===== src/rtl/jtag_byte_loader.sv =====
// Parses JTAG host bytes into framed commands and turns WRITE payloads into sequential memory word writes.
// Optional trailing XOR checksum per WRITE frame when JTAG_LOADER_CHECKSUM_EN is defined.
module jtag_byte_loader #(
  parameter int ADDR_W = 16,
  parameter int WORD_W = 32
) (
  input  logic              tck,
  input  logic              aclr,
  input  logic [7:0]        byte_in,
  input  logic              byte_valid,
  output logic              mem_we,
  output logic [ADDR_W-1:0] mem_addr,
  output logic [WORD_W-1:0] mem_wdata,
  input  logic              mem_ready,
  output logic              start,
  output logic              busy,
  output logic [2:0]        err
);

  // state | meaning
  // IDLE  | waiting for an opcode byte
  // AHI   | expecting address high byte
  // ALO   | expecting address low byte
  // LEN   | expecting word count (0 = 256)
  // DATA  | collecting payload bytes into words
  // CHK   | expecting trailing checksum byte (checksum build only)

  localparam int BPW = WORD_W / 8;
  localparam int BCW = (BPW > 1) ? $clog2(BPW) : 1;

  typedef enum logic [2:0] {
    S_IDLE,
    S_AHI,
    S_ALO,
    S_LEN,
    S_DATA
`ifdef JTAG_LOADER_CHECKSUM_EN
    , S_CHK
`endif
  } state_t;

  state_t              r_state;
  state_t              w_state_nxt;
  logic [7:0]          r_addr_hi;
  logic [ADDR_W-1:0]   r_waddr;
  logic [8:0]          r_words_left;
  logic [BCW-1:0]      r_byte_cnt;
  logic [WORD_W-1:0]   r_asm;
  logic                r_mem_we;
  logic [ADDR_W-1:0]   r_mem_addr;
  logic [WORD_W-1:0]   r_mem_wdata;
  logic                r_start;
  logic [1:0]          r_err;

  logic                w_bad_op;
  logic                w_clear;
  logic                w_start_cmd;
  logic                w_complete;
  logic                w_ovf;
  logic                w_load;
  logic [WORD_W-1:0]   w_word;

`ifdef JTAG_LOADER_CHECKSUM_EN
  logic [7:0]          r_csum;
  logic                r_chk_err;
  logic                w_chk_err;
`endif

  // Shift-right assembly: after BPW bytes the first byte sits in [7:0].
  assign w_word = WORD_W'({byte_in, r_asm} >> 8);

  always_ff @(posedge tck or negedge aclr) begin
    if (!aclr) r_state <= S_IDLE;
    else       r_state <= w_state_nxt;
  end

  always_comb begin
    w_state_nxt = r_state;
    w_bad_op    = 1'b0;
    w_clear     = 1'b0;
    w_start_cmd = 1'b0;
    w_complete  = 1'b0;
`ifdef JTAG_LOADER_CHECKSUM_EN
    w_chk_err   = 1'b0;
`endif
    if (byte_valid) begin
      case (r_state)
        S_IDLE: begin
          case (byte_in)
            8'h00:   ;
            8'hA5:   w_state_nxt = S_AHI;
            8'h5A:   w_start_cmd = 1'b1;
            8'hC3:   w_clear     = 1'b1;
            default: w_bad_op    = 1'b1;
          endcase
        end
        S_AHI: w_state_nxt = S_ALO;
        S_ALO: w_state_nxt = S_LEN;
        S_LEN: w_state_nxt = S_DATA;
        S_DATA: begin
          if (r_byte_cnt == '0) begin
            w_complete = 1'b1;
            if (r_words_left == 9'd1) begin
`ifdef JTAG_LOADER_CHECKSUM_EN
              w_state_nxt = S_CHK;
`else
              w_state_nxt = S_IDLE;
`endif
            end
          end
        end
`ifdef JTAG_LOADER_CHECKSUM_EN
        S_CHK: begin
          w_chk_err   = (byte_in != r_csum);
          w_state_nxt = S_IDLE;
        end
`endif
        default: w_state_nxt = S_IDLE;
      endcase
    end
  end

  // A completing word loads if the output slot is free or being accepted this edge.
  assign w_ovf  = w_complete && r_mem_we && !mem_ready;
  assign w_load = w_complete && !w_ovf;

  always_ff @(posedge tck or negedge aclr) begin
    if (!aclr) begin
      r_addr_hi    <= '0;
      r_waddr      <= '0;
      r_words_left <= '0;
      r_byte_cnt   <= '0;
      r_asm        <= '0;
      r_mem_we     <= 1'b0;
      r_mem_addr   <= '0;
      r_mem_wdata  <= '0;
      r_start      <= 1'b0;
      r_err        <= '0;
    end else begin
      if (byte_valid && r_state == S_AHI) r_addr_hi <= byte_in;
      if (byte_valid && r_state == S_ALO) r_waddr <= ADDR_W'({r_addr_hi, byte_in});
      if (byte_valid && r_state == S_LEN) begin
        r_words_left <= {(byte_in == 8'd0), byte_in};
        r_byte_cnt   <= BCW'(BPW - 1);
      end
      if (byte_valid && r_state == S_DATA) begin
        r_asm      <= w_word;
        r_byte_cnt <= (r_byte_cnt == '0) ? BCW'(BPW - 1) : r_byte_cnt - 1'b1;
      end
      // Dropped words still consume their address slot.
      if (w_complete) begin
        r_words_left <= r_words_left - 9'd1;
        r_waddr      <= r_waddr + 1'b1;
      end
      if (w_load) begin
        r_mem_we    <= 1'b1;
        r_mem_addr  <= r_waddr;
        r_mem_wdata <= w_word;
      end else if (r_mem_we && mem_ready) begin
        r_mem_we    <= 1'b0;
      end
      r_start <= w_start_cmd;
      r_err   <= (w_clear ? 2'b00 : r_err) | {w_ovf, w_bad_op};
    end
  end

`ifdef JTAG_LOADER_CHECKSUM_EN
  always_ff @(posedge tck or negedge aclr) begin
    if (!aclr) begin
      r_csum    <= '0;
      r_chk_err <= 1'b0;
    end else begin
      if (byte_valid && r_state == S_LEN)       r_csum <= '0;
      else if (byte_valid && r_state == S_DATA) r_csum <= r_csum ^ byte_in;
      r_chk_err <= (w_clear ? 1'b0 : r_chk_err) | w_chk_err;
    end
  end
  assign err = {r_chk_err, r_err};
`else
  assign err = {1'b0, r_err};
`endif

  assign mem_we    = r_mem_we;
  assign mem_addr  = r_mem_addr;
  assign mem_wdata = r_mem_wdata;
  assign start     = r_start;
  assign busy      = (r_state != S_IDLE) || r_mem_we;

endmodule


===== config.mk =====
export PLATFORM = sky130hd
export DESIGN_NAME = jtag_byte_loader
export DESIGN_NICKNAME = d
export VERILOG_FILES = /design/src/rtl/jtag_byte_loader.sv
export SDC_FILE = /design/constraint.sdc
export NUM_CORES = 1
export LEC_CHECK = 0
export ABC_AREA = 1
export BUFFER_PORTS_ARGS = -buffer_cell sky130_fd_sc_hd__buf_2
export CAP_MARGIN = 10
export CORE_AREA = 10 10 134 136
export DETAILED_ROUTE_END_ITERATION = 8
export DIE_AREA = 0 0 144 146
export SYNTH_ARGS = -nofsm -noshare
export SYNTH_HDL_FRONTEND = slang
export SYNTH_SLANG_ARGS = --single-unit

===== constraint.sdc =====
create_clock -name tck -period 1.5 [get_ports tck]
set_clock_uncertainty 0.2 [all_clocks]
set_input_delay 0.15 -clock tck [delete_from_list [all_inputs] [get_ports tck]]
set_output_delay 0.15 -clock tck [all_outputs]
set_load 0.03 [all_outputs]

Word level (Yosys, flattened, before mapping)
Cells that the tools add are included.
{ "op_classes": {"n_reduce_logical": 21, "eq_ne": 11, "n_mux": 26, "n_bitwise": 1, "addsub": 3} }
{ "ops": {"columns": ["operator", "count"], "rows": [
  ["two-way mux 16 bit", 2],
  ["two-way mux 9 bit", 2],
  ["adder 16 x 1 -> 16 bit, second input constant", 1],
  ["== test 8 bit, second input constant", 2],
  ["one-hot mux 3 bit (5 select lines)", 1],
  ["two-way mux 1 bit", 14],
  ["== test 9 x 1 -> 1 bit, second input constant", 1],
  ["two-way mux 3 bit", 3],
  ["subtractor 9 x 1 -> 9 bit, second input constant", 1],
  ["== test 8 x 7 -> 1 bit, second input constant", 1],
  ["logical AND 1 bit", 8],
  ["zero test 8 bit", 1],
  ["two-way mux 2 bit", 4],
  ["nonzero test 2 bit", 4],
  ["== test 3 x 2 -> 1 bit, second input constant", 2],
  ["inequality test 2 x 1 -> 1 bit, second input constant", 2],
  ["AND reduction 4 bit", 1],
  ["OR reduction 4 bit", 1],
  ["== test 3 x 1 -> 1 bit, second input constant", 1],
  ["== test 3 bit, second input constant", 1],
  ["zero test 3 bit", 1],
  ["nonzero test 3 bit", 1],
  ["zero test 1 bit", 2],
  ["zero test 2 bit", 1],
  ["other kinds (4)", 4]
]} }
{ "totals": {"out_inout_bits": 54, "regBits": 122, "wordCells": 73, "inputBits": 12} }

Depth between registers and ports, before layout
Gate-level depths: netlist of run 1.
{ "logic_depth": {"depth_word": 9, "depth_mapped": 11, "mapped_depth_nobuf": 10} }

Least setup slack after synthesis of run 1
Ideal clock, no wire load.
{ "synth_timing": {"path_kind": "register -> register", "startpoint": "reg r_mem_we, in the netlist mem_we", "endpoint": "reg r_mem_addr[10], in the netlist mem_addr[10]", "synth_period_minus_slack_ns": 1.673, "setup_time_ns": 0.130, "arrival_ns": 1.343, "stages_incl_launch_ff": 6, "n_path_buf": 1, "slack_ns": -0.173, "required_time_ns": 1.170, "cell_sequence": "dfrtp_1 inv_1 or2_2 nand2_2 clkbuf_1 o21ai_1"} }
{ "synth_between": {"elab_chain_len": 4} }
{ "synth_rtl": {"columns": ["item", "line", "text"], "rows": [
  ["from (decl)", "49", "logic r_mem_we;"],
  ["from (signal assigned)", "134", "r_mem_we <= 1'b0;"],
  ["from (signal assigned)", "156", "r_mem_we <= 1'b1;"],
  ["from (signal assigned)", "160", "r_mem_we <= 1'b0;"],
  ["logical AND 1 bit (2 in series)", "124", "assign w_ovf = w_complete && r_mem_we && !mem_ready;"],
  ["zero test 1 bit", "125", "assign w_load = w_complete && !w_ovf;"],
  ["logical AND 1 bit", "125", null],
  ["to (signal assigned)", "157", "r_mem_addr <= r_waddr;"],
  ["to (decl)", "50", "logic [ADDR_W-1:0] r_mem_addr;"]
]} }
Every way passes these cells.
A chain may end at the register's enable or synchronous reset.

Worst setup path after layout of run 1
{ "layout_timing": {"startpoint": "reg r_state[2]", "endpoint": "out busy"} }
{ "layout_between": {"elab_chain_len": 2} }
{ "layout_rtl": {"columns": ["item", "line", "text"], "rows": [
  ["from (decl)", "42", "state_t r_state;"],
  ["from (signal assigned)", "74", "else r_state <= w_state_nxt;"],
  ["nonzero test 3 bit", "187", "assign busy = (r_state != S_IDLE) || r_mem_we;"],
  ["logical OR 1 bit", "187", null],
  ["to (decl)", "16", "output logic busy,"]
]} }
Every way passes these cells.

==> results.env, run 1 <==
POST_SYNTHESIS_REGISTER_BIT_COUNT=114
VDD_DROP_MAX_mV=1.04
SYNTH.LIB_CELLS_USED.DISTINCT=28
CTS.PATH.MAX_BUFFERS=2
HTREE_NUM_LEVELS=4
CPMOSTUSEDCELL='sky130_fd_sc_hd__buf_6'
SLOWEST_DELAY_PS=420
SLEW_VIOLATIONS=0
NUMPLACEDINSTANCES=939
DIODES=0
ANTENNA_FOUND_INITIAL=0
GRT_OVERFLOW=0
CTS_ROOT_BUF='sky130_fd_sc_hd__clkbuf_16'
CRIT_PATH_CELLS='buf_6 -> nor2_4 -> nand2_2 -> inv_2 -> buf_6 -> nand2_2 -> buf_6'
GRT_USE_TOTAL_PCT=14.9
FINISH.CELL_COUNT_WITHOUT_FILLERS=1006
VIA_PER_INST=4.75
RSZ_0062_RAISED_AFTER_GLOBAL_ROUTING='true'
FINALHOLDVIOLCOUNT=0
GRT_FIRST_PASS_WIRELENGTH_UM=24400
POSTLAYOUTSETUPSLACKWORST_PS=-318
POWER_PER_UNIT_OF_STANDARD_CELL_AREA_nW_PER_UM2=1750
SYNTHESIS.AREA_UM2=5230
TOTAL_DETAILED_ROUTING_WIRELENGTH_UM=16200
INITIAL_UTILIZATION_PCT=33.8
CRITICAL_PATH.TOP_DELAY_FAMILY='buffers and inverters'
PORT_BUFFERS=64
DIE_W_UM=144
DRIVE_ABOVE_1_SHARE_PCT=35.9
MAX-CAP-VIOLATIONS=0
SYNTH_FP_NETS=660
FINAL_CORE_UTIL_PCT=50.3
CPMAXSTAGEDELAYCELL='sky130_fd_sc_hd__dfrtp_1'
SYNTHCELLS=644
CRIT_PATH_END_KIND='output pin'
SYNTH.YOSYS.SEQ_AREA_SHARE_PCT=54.6
ROUTE.VIAS.TOTAL=4779
SYNTHESIS.YOSYS.WARNINGS=0
CLOCK_SINK_COUNT=114
WL_PER_CELL_UM=16.1
FIRST_PASS_ITERS=5
FINAL_NUMBER_OF_SETUP_VIOLATING_ENDPOINTS=107
PERIOD_SHARE_PCT=121
WORSTSETUPSTARTPOINTTYPE='flip-flop'
CTS_INSERTED_BUFFERS=17
PLACE_WORST_SETUP_SLACK_PS=-139
OUTCOME='finished with violations'
VIAS_IN_THE_FIRST_GLOBAL_ROUTE=4510
MAX_FREQ_GHz=0.550
DRCVIOLATIONCOUNT=0
HOLD_PATH_CLASS='input port to async pin'
ANT_NETS=0
AREAGROWTHSYNTHTOFINISH_PCT=48.9
CHIPHEIGHT_UM=146
FLOORPLAN.DIE_AREA_UM2=21000
WHS_PS=6.04
LARGEST_FANOUT_ON_THE_CRITICAL_PATH=2
POWER.TOTAL_W=0.0136
CRITICALPATHCATEGORY='flip-flop to output pin'
WORSTPATHREQUIRED_PS=1150
VIOLATED_CHECKS='setup timing'
CORE.ROWCOUNT=46
CLK_LATENCY_PS=420
FLOORPLAN.CORE_AREA_UM2=15500
IO-PIN-COUNT=66
POWER.LEAKAGE_nW=3.98
POST-DP-HPWL_UM=10100
WORST-PATH-BUF-INV=4
WORST_EP_ARRIVAL_TIME_PS=1470
TRITONCTS='built'
GLOBALPLACE.CONGESTION=0.864
CTS.REPORTEDPATHS.CLKPINSLEW_PS=50
SYNTH.AVG_CELL_AREA_UM2=8.12
DR.FIRST_ITER.DRC_COUNT=381
NNETSFINAL=819
FINAL_PERIOD_MINUS_WORST_SETUP_SLACK_PS=1820
GRT_MAX_DEGREE=37
[per-stage QoR]
step                area (um2)  setup TNS, ps
floorplan                 5240           -855
global placement          6210          -4050
detailed placement        6210          -5900
CTS                       7200         -17880
global route              7780         -29030
finish                    7780         -21970
[Yosys cell counts]
cell                         n  area share [%]
sky130_fd_sc_hd__nand2_1   216              16
sky130_fd_sc_hd__dfrtp_1   114              55
sky130_fd_sc_hd__inv_1      72             5.2
sky130_fd_sc_hd__nand3_1    65             6.2
sky130_fd_sc_hd__o21ai_0    57             5.5
sky130_fd_sc_hd__nor2_1     32             2.3
sky130_fd_sc_hd__o21ai_1    30             2.9
sky130_fd_sc_hd__buf_2       9            0.86
sky130_fd_sc_hd__clkbuf_1    6            0.43
sky130_fd_sc_hd__nand4_1     6            0.72
sky130_fd_sc_hd__buf_6       5             1.1
sky130_fd_sc_hd__buf_4       4            0.57
sky130_fd_sc_hd__ha_1        4            0.96
sky130_fd_sc_hd__inv_2       4            0.29
sky130_fd_sc_hd__o211ai_1    3            0.43
sky130_fd_sc_hd__a21oi_1     2            0.19
sky130_fd_sc_hd__nor2_2      2            0.24
sky130_fd_sc_hd__or2_2       2            0.24
sky130_fd_sc_hd__xor2_1      2            0.34
sky130_fd_sc_hd__a31oi_1     1            0.12
sky130_fd_sc_hd__conb_1      1           0.072
sky130_fd_sc_hd__nand2_2     1            0.12
sky130_fd_sc_hd__nand2_4     1            0.22
sky130_fd_sc_hd__nand3_2     1            0.19
sky130_fd_sc_hd__nor2_4      1            0.22
sky130_fd_sc_hd__nor2_8      1            0.38
sky130_fd_sc_hd__nor3_1      1           0.096
sky130_fd_sc_hd__nor4_1      1            0.12
[power breakdown]
group / switching (W) / leakage [nW] / internal [W] / total (W)
Combinational: 0.00284 / 2.17 / 0.00203 / 0.00486
Sequential: 0.000680 / 1.51 / 0.00402 / 0.00470
Clock: 0.00134 / 0.298 / 0.00273 / 0.00407
[cells by family after synthesis]
logic type	Yosys count	synth area share, %
and+or+nand+nor	330	26.6
other	1	0.0718
AOI/OAI and AO/OA	93	9.07
DFF	114	54.6
adders and majority gates	4	0.958
xor gates and xnor gates	2	0.335
buffers and inverters	100	8.40
[repair_timing]
action                                  4_1_cts  5_1_grt
hold endpoints to repair                    129        0
pin swaps                                     3       23
buffers inserted                              9       10
endpoints found under the setup margin       82      115
cloned                                        4        6
gates resized for setup                      28      154
hold buffers                                  9        0
[sequential cells by signal, summed over array words and instances, names as in the netlist]
signal,flops
r_addr_hi,8
mem_addr,16
r_byte_cnt,2
r_asm,24
mem_we,1
r_err,2
r_state,3
r_words_left,9
mem_wdata,32
r_waddr,16
start,1
[metal layers]
| layer | part of all wire (%) | GRT usage [%] |
|---|---|---|
| met1 | 43 | 19.1 |
| met3 | 5.3 | 4.37 |
| met4 | 2.4 | 6.08 |
| met5 | 0 | 0 |
| met2 | 49 | 22.8 |
[placed cells by master, fill, tap and decap left out, types with 3 or more instances in the layout]
master / n
sky130_fd_sc_hd__o21ai_0: 32
sky130_fd_sc_hd__buf_12: 10
sky130_fd_sc_hd__inv_1: 61
sky130_fd_sc_hd__clkbuf_8: 7
sky130_fd_sc_hd__clkbuf_16: 19
sky130_fd_sc_hd__nand3_1: 37
sky130_fd_sc_hd__buf_2: 62
sky130_fd_sc_hd__o21ai_1: 44
sky130_fd_sc_hd__o21ai_2: 11
sky130_fd_sc_hd__nand3_2: 26
sky130_fd_sc_hd__o211ai_1: 3
sky130_fd_sc_hd__buf_4: 58
sky130_fd_sc_hd__nand2_2: 27
sky130_fd_sc_hd__nor2_1: 26
sky130_fd_sc_hd__inv_8: 3
sky130_fd_sc_hd__ha_1: 3
sky130_fd_sc_hd__dlygate4sd3_1: 9
sky130_fd_sc_hd__nand2_4: 10
sky130_fd_sc_hd__buf_6: 16
sky130_fd_sc_hd__nor2_2: 4
sky130_fd_sc_hd__inv_2: 9
sky130_fd_sc_hd__nand4_1: 6
sky130_fd_sc_hd__nand3_4: 3
sky130_fd_sc_hd__dfrtp_1: 113
sky130_fd_sc_hd__inv_4: 3
sky130_fd_sc_hd__nand2_1: 179
sky130_fd_sc_hd__nor2_4: 5
[area by class of cell]
class | count | area, um2
Timing Repair Buffer | 162 | 1380
Tap cell | 192 | 240
Clock inverter | 4 | 70.1
Sequential cell | 114 | 2850
Fill cell | 1410 | 7700
Clock buffer | 26 | 529
Multi-Input combinational cell | 430 | 2370
Inverter | 76 | 313
Timing Repair inverter | 2 | 20.0
[path summary, 6_finish.rpt]
| check | from | to | slack [ps] | cells past startpoint |
|---|---|---|---|---|
| max in group asynchronous | aclr | mem_addr[10]$_DFFE_PN0P_ | 480 | 3 |
| worst min-delay path | aclr | mem_wdata[21]$_DFFE_PN0P_ | 6 | 2 |
| worst max-delay path | r_state[2]$_DFFE_PN0P_ | busy | -320 | 7 |
| worst min register to register | mem_wdata[6]$_DFFE_PN0P_ | mem_wdata[6]$_DFFE_PN0P_ | 260 | 2 |
| worst max register to register | r_state[2]$_DFFE_PN0P_ | mem_addr[0]$_DFFE_PN0P_ | -310 | 10 |
| min in group tck | byte_in[2] | mem_wdata[26]$_DFFE_PN0P_ | 40 | 3 |
No activity file was read; power rests on OpenSTA's default activity.
==> inputs of run 2 (changes only) <==
--- a/constraint.sdc
+++ b/constraint.sdc
@@ -4,2 +4,2 @@
 set_output_delay 0.15 -clock tck [all_outputs]
-set_load 0.03 [all_outputs]
+set_load 0.02 [all_outputs]
==> run 2 against run 1 <==
The flow still finishes with violations (setup timing). Sequential share of layout area is 4.2 points lower. Non-clock buffer count is 26 higher. Maximum frequency is 1.0% lower. Utilization is 6.5 points higher.
==> results.env, run 2 (synthesis results as in run 1) <==
FLIP_FLOP_COUNT_OF_THE_LARGEST_REGISTER_ALL_COPIES_AND_WORDS_ADDED=32
GRT_FIRST_PASS_WIRELENGTH_UM=23700
ANTENNA_FOUND_INITIAL=0
CLOCK_SINK_COUNT=114
WORSTPATHREQUIRED_PS=1610
SLOWEST_DELAY_PS=390
WL_PER_CELL_UM=17.7
CORE.ROWCOUNT=46
CTS.REPORTEDPATHS.CLKPINSLEW_PS=60
TOTAL_DETAILED_ROUTING_WIRELENGTH_UM=18300
WORST-PATH-BUF-INV=4
VIOLATED_CHECKS='setup timing'
WORSTSETUPSTARTPOINTTYPE='flip-flop'
GRT_MAX_DEGREE=54
CRIT_PATH_CELLS='buf_6 -> inv_4 -> nor2_4 -> nand2_4 -> nor2_8 -> buf_12 -> nand2_8 -> clkbuf_16 -> nand2_2 -> o21ai_1'
CHIPHEIGHT_UM=146
SLEW_HEADROOM_PCT=59.2
ANT_NETS=0
DIODES=0
HOLD_PATH_CLASS='input port to async pin'
LARGEST_FANOUT_ON_THE_CRITICAL_PATH=8
CRITICALPATHCATEGORY='flip-flop to flip-flop'
RSZ_0062_RAISED_AFTER_GLOBAL_ROUTING='true'
DRCVIOLATIONCOUNT=0
VIA_PER_INST=4.94
CPMAXSTAGEDELAYCELL='sky130_fd_sc_hd__dfrtp_1'
WORST_EP_ARRIVAL_TIME_PS=1940
TRITONCTS='built'
GRT_OVERFLOW=0
GRT_USE_TOTAL_PCT=14.5
FIRST_PASS_ITERS=4
MAX-CAP-VIOLATIONS=0
CTS_ROOT_BUF='sky130_fd_sc_hd__clkbuf_16'
FIN_SETUP_TNS_PS=-24350
MAX_FREQ_GHz=0.544
WHS_PS=79.7
POSTLAYOUTSETUPSLACKWORST_PS=-337
POST-DP-HPWL_UM=10000
FINAL_NUMBER_OF_SETUP_VIOLATING_ENDPOINTS=103
FLOORPLAN.CORE_AREA_UM2=15500
GLOBALPLACE.CONGESTION=0.884
NNETSFINAL=845
PORT_BUFFERS=64
VDD_DROP_MAX_mV=1.03
DR.FIRST_ITER.DRC_COUNT=308
TIMING_WORST_SLEW_PIN_VALUE_PS=610
AREAGROWTHSYNTHTOFINISH_PCT=68.1
FINALHOLDVIOLCOUNT=0
DRIVE_ABOVE_1_SHARE_PCT=49.5
CTS.PATH.MAX_BUFFERS=2
HTREE_NUM_LEVELS=4
MOSTFREQUENTLAYOUTCELLS='sky130_fd_sc_hd__nand2_1 (120), sky130_fd_sc_hd__dfrtp_1 (112), sky130_fd_sc_hd__inv_1 (62), sky130_fd_sc_hd__buf_2 (62), sky130_fd_sc_hd__buf_4 (62)'
IO-PIN-COUNT=66
CLK_LATENCY_PS=430
CRITICAL_PATH.TOP_DELAY_FAMILY='buffers and inverters'
CRIT_PATH_END_KIND='flip-flop'
INITIAL_UTILIZATION_PCT=33.8
FLOORPLAN.DIE_AREA_UM2=21000
ROUTE.VIAS.TOTAL=5106
PERIOD_SHARE_PCT=122
MOSTFREQUENTLAYOUTCELL='sky130_fd_sc_hd__nand2_1'
FINAL_PERIOD_MINUS_WORST_SETUP_SLACK_PS=1840
VIAS_IN_THE_FIRST_GLOBAL_ROUTE=4549
OUTCOME='finished with violations'
FILLCELLCOUNT=1265
CTS_INSERTED_BUFFERS=17
POWER.LEAKAGE_nW=4.37
SLEW_VIOLATIONS=0
DIE_W_UM=144
REG2REG_SETUP_SLACK_PS=-340
POWER_PER_UNIT_OF_STANDARD_CELL_AREA_nW_PER_UM2=1660
## run 2: stage by stage
stage,cells,instance area [um2],total power (W),util [%],setup slack (ps)
floorplan,644,5240,0.00669,-,-20.3
global placement,939,6230,0.00814,40.3,-168
detailed placement,939,6230,0.00821,40.3,-192
CTS,994,7310,0.0131,47.2,-295
global route,1034,8780,0.0154,56.7,-393
finish,1034,8780,0.0146,56.7,-337
## run 2: final timing paths
path,from,to,cells past startpoint
min in group tck,mem_wdata[3]$_DFFE_PN0P_,mem_wdata[3]$_DFFE_PN0P_,2
max in group asynchronous,aclr,mem_wdata[14]$_DFFE_PN0P_,3
worst max register to register,r_state[2]$_DFFE_PN0P_,mem_wdata[23]$_DFFE_PN0P_,10
worst max-delay path,r_state[2]$_DFFE_PN0P_,mem_wdata[23]$_DFFE_PN0P_,10
worst min register to register,mem_wdata[3]$_DFFE_PN0P_,mem_wdata[3]$_DFFE_PN0P_,2
worst min-delay path,aclr,r_asm[29]$_DFFE_PN0P_,3
## run 2: report_power, final
group / internal [W] / switching, W
logic: 0.00233 / 0.00285
clock network: 0.00290 / 0.00157
registers: 0.00402 / 0.000908
## run 2: per-layer routing
metal	share of wire, %	global-route usage [%]	wire length (um)	vias up
met3	6.0	5.06	1090	40
met4	2.4	5.92	432	0
met2	50	21.4	9130	153
met1	42	18.8	7640	2474
met5	0	0	0	-
li1	-	-	-	2439
## run 2: timing repair
action | CTS | global route
hold buffers | 11 | 1
cloned | 4 | 21
pin swaps | 9 | 38
endpoints found under the setup margin | 105 | 128
gates resized for setup | 40 | 295
setup buffers | 8 | 21
hold endpoints to repair | 133 | 14
## run 2: area by class of cell
cell class | count | area, um2 | share of cell area (%)
Tap cell | 192 | 240 | 2.73
Inverter | 76 | 307 | 3.49
Clock buffer | 19 | 453 | 5.16
Sequential cell | 114 | 2860 | 32.5
Multi-Input combinational cell | 432 | 2860 | 32.6
Timing Repair Buffer | 188 | 1870 | 21.3
Clock inverter | 13 | 198 | 2.25
## run 2: worst min-delay path: cells and delay by family
family | cells | cell delay [ps]
buffers and inverters | 3 | 920
==> inputs of run 3 (changes only) <==
BUFFER_PORTS_ARGS = not set   (was -buffer_cell sky130_fd_sc_hd__buf_2)
DONT_BUFFER_PORTS = 1   (was not set)
REMOVE_ABC_BUFFERS = 1   (was not set)
==> run 3 against run 2 <==
The flow finishes with violations (hold timing, setup timing). Via count down 11%. Cell area shrank 19%. Utilization decreased by 11 points. First-iteration DRC count is 9.4% higher. Flip-flop and latch count stayed put. Wire length fell by 18%. Setup slack better by 120 ps. Critical endpoint is now r_waddr[15]$_DFFE_PN0P_.
==> results.env, run 3 (synthesis results as in run 1) <==
GRT_USE_TOTAL_PCT=13.3
GRT_MAX_DEGREE=115
GRT_UTIL_MET2_PCT=19.6
POST-DP-HPWL_UM=9210
GLOBAL_ROUTE.USAGE.MET1_PCT=17.0
VIA_PER_INST=4.87
ROUTE.VIAS.TOTAL=4564
AREAGROWTHSYNTHTOFINISH_PCT=36.8
POSTPLACECELLAREA_UM2=5760
NUMPLACEDINSTANCES=865
MOSTFREQUENTLAYOUTCELLS='sky130_fd_sc_hd__nand2_1 (203), sky130_fd_sc_hd__dfrtp_1 (113), sky130_fd_sc_hd__inv_1 (62)'
MOSTFREQUENTLAYOUTCELL='sky130_fd_sc_hd__nand2_1'
FLOORPLAN.DIE_AREA_UM2=21000
CTS_INSERTED_BUFFERS=17
CTS_ROOT_BUF='sky130_fd_sc_hd__clkbuf_16'
DIODES=0
WORSTPATHREQUIRED_PS=1610
CORE.ROWCOUNT=46
PERIOD_SHARE_PCT=114
HOLD_PATH_CLASS='input port to async pin'
RSZ_0062_RAISED_AFTER_GLOBAL_ROUTING='true'
LARGEST_FANOUT_ON_THE_CRITICAL_PATH=7
FINAL_CORE_UTIL_PCT=46.2
DRCVIOLATIONCOUNT=0
CHIPHEIGHT_UM=146
DR.FIRST_ITER.DRC_COUNT=337
CLK_LATENCY_PS=420
INITIAL_UTILIZATION_PCT=33.8
OUTCOME='finished with violations'
FINAL_NUMBER_OF_SETUP_VIOLATING_ENDPOINTS=112
GRT_OVERFLOW=0
FINALHOLDVIOLCOUNT=115
VIAS_IN_THE_FIRST_GLOBAL_ROUTE=4074
TOTAL_DETAILED_ROUTING_WIRELENGTH_UM=15100
POWER.TOTAL_W=0.0123
HTREE_NUM_LEVELS=4
CTS.REPORTEDPATHS.CLKPINSLEW_PS=60
MAX-CAP-VIOLATIONS=0
VIOLATED_CHECKS='hold timing, setup timing'
POSTLAYOUTSETUPSLACKWORST_PS=-217
DRIVE_ABOVE_1_SHARE_PCT=23.3
ANTENNA_FOUND_INITIAL=0
GRT_FIRST_PASS_WIRELENGTH_UM=21900
GLOBALPLACE.CONGESTION=0.839
DIE_W_UM=144
FLOORPLAN.CORE_AREA_UM2=15500
FIRST_PASS_ITERS=4
GLOBAL_ROUTE.PEAK_USAGE_LAYER='met2'
CTS.PATH.MAX_BUFFERS=2
MAX_FREQ_GHz=0.582
VDD_DROP_MAX_mV=0.921
LAYOUT.CELL_AREA.NON_FILLER_UM2=7150
ANT_NETS=0
PORT_BUFFERS=0
CRIT_PATH_END_KIND='flip-flop'
IO-PIN-COUNT=66
FINISH.CELL_COUNT_WITHOUT_FILLERS=938
WORSTSETUPSTARTPOINTTYPE='flip-flop'
POWER.LEAKAGE_nW=3.50
WL_PER_CELL_UM=16.1
NNETSFINAL=749
GR-USAGE-MET3_PCT=5.55
POWER_PER_UNIT_OF_STANDARD_CELL_AREA_nW_PER_UM2=1720
FLIP_FLOP_COUNT_OF_THE_LARGEST_REGISTER_ALL_COPIES_AND_WORDS_ADDED=32
SLEW_VIOLATIONS=0
FINAL_PERIOD_MINUS_WORST_SETUP_SLACK_PS=1720
WORSTREGTOREGCELLS=11
CLOCK_SINK_COUNT=114
TRITONCTS='built'
CRITICALPATHCATEGORY='flip-flop to flip-flop'
WHS_PS=-770
WORST_EP_ARRIVAL_TIME_PS=1830
run 3: routing by layer:
| metal | up-vias | wire length [um] | part of all wire, % |
|---|---|---|---|
| li1 | 2244 | - | - |
| met1 | 2154 | 6740 | 45 |
| met2 | 147 | 6860 | 45 |
| met3 | 19 | 1250 | 8.3 |
| met4 | 0 | 238 | 1.6 |
| met5 | - | 0 | 0 |
run 3: final timing paths:
| path | from | to | slack, ps |
|---|---|---|---|
| worst max-delay path | r_state[0]$_DFFE_PN0P_ | r_waddr[15]$_DFFE_PN0P_ | -220 |
| worst min-delay path | aclr | r_err[0]$_DFF_PN0_ | -770 |
| worst max register to register | r_state[0]$_DFFE_PN0P_ | r_waddr[15]$_DFFE_PN0P_ | -220 |
| max in group asynchronous | aclr | r_state[2]$_DFFE_PN0P_ | 1610 |
| worst min register to register | r_words_left[3]$_DFFE_PN0P_ | r_words_left[3]$_DFFE_PN0P_ | 280 |
| min in group tck | byte_in[2] | r_state[0]$_DFFE_PN0P_ | 0 |
run 3: what timing repair did:
| item | in CTS | in global routing |
|---|---|---|
| hold buffers | 11 | 6 |
| hold endpoints to repair | 162 | 116 |
| endpoints found under the setup margin | 90 | 115 |
| pin swaps | 3 | 10 |
| cloned | 1 | 12 |
| setup buffers | 6 | 6 |
| resized for setup | 43 | 58 |
run 3: layout make-up:
cell class,count,area [um2]
timing repair buffer,93,1030
tap,192,240
fill,1446,8330
clock buffer,17,425
multi-input combinational,430,2150
timing repair inverter,1,6.26
sequential,114,2850
inverter,76,298
clock inverter,15,149
run 3: worst max-delay path: stages, from the launching register on:
cell	delay [ps]
sky130_fd_sc_hd__dfrtp_1	390
sky130_fd_sc_hd__buf_6	120
sky130_fd_sc_hd__nor2_4	130
sky130_fd_sc_hd__nand2_4	80
sky130_fd_sc_hd__nor2_8	140
sky130_fd_sc_hd__buf_12	140
sky130_fd_sc_hd__inv_6	60
sky130_fd_sc_hd__buf_12	140
sky130_fd_sc_hd__nand3_1	60
sky130_fd_sc_hd__nand2_1	50
sky130_fd_sc_hd__inv_1	50
sky130_fd_sc_hd__nand2_1	50
run 3: stage by stage:
stage	TNS [ps]	setup WS [ps]	hold slack [ps]
6_report	-11610	-217	-770
5_1_grt	-20240	-306	-788
4_1_cts	-10320	-185	-779
3_5_place_dp	-9960	-189	-335
3_3_place_gp	-7100	-168	-334
2_1_floorplan	-57630	-1000	-346
run 3: where the power goes:
group,switching (W),internal (W)
Sequential,0.000957,0.00402
Combinational,0.00186,0.00151
Clock,0.00160,0.00232
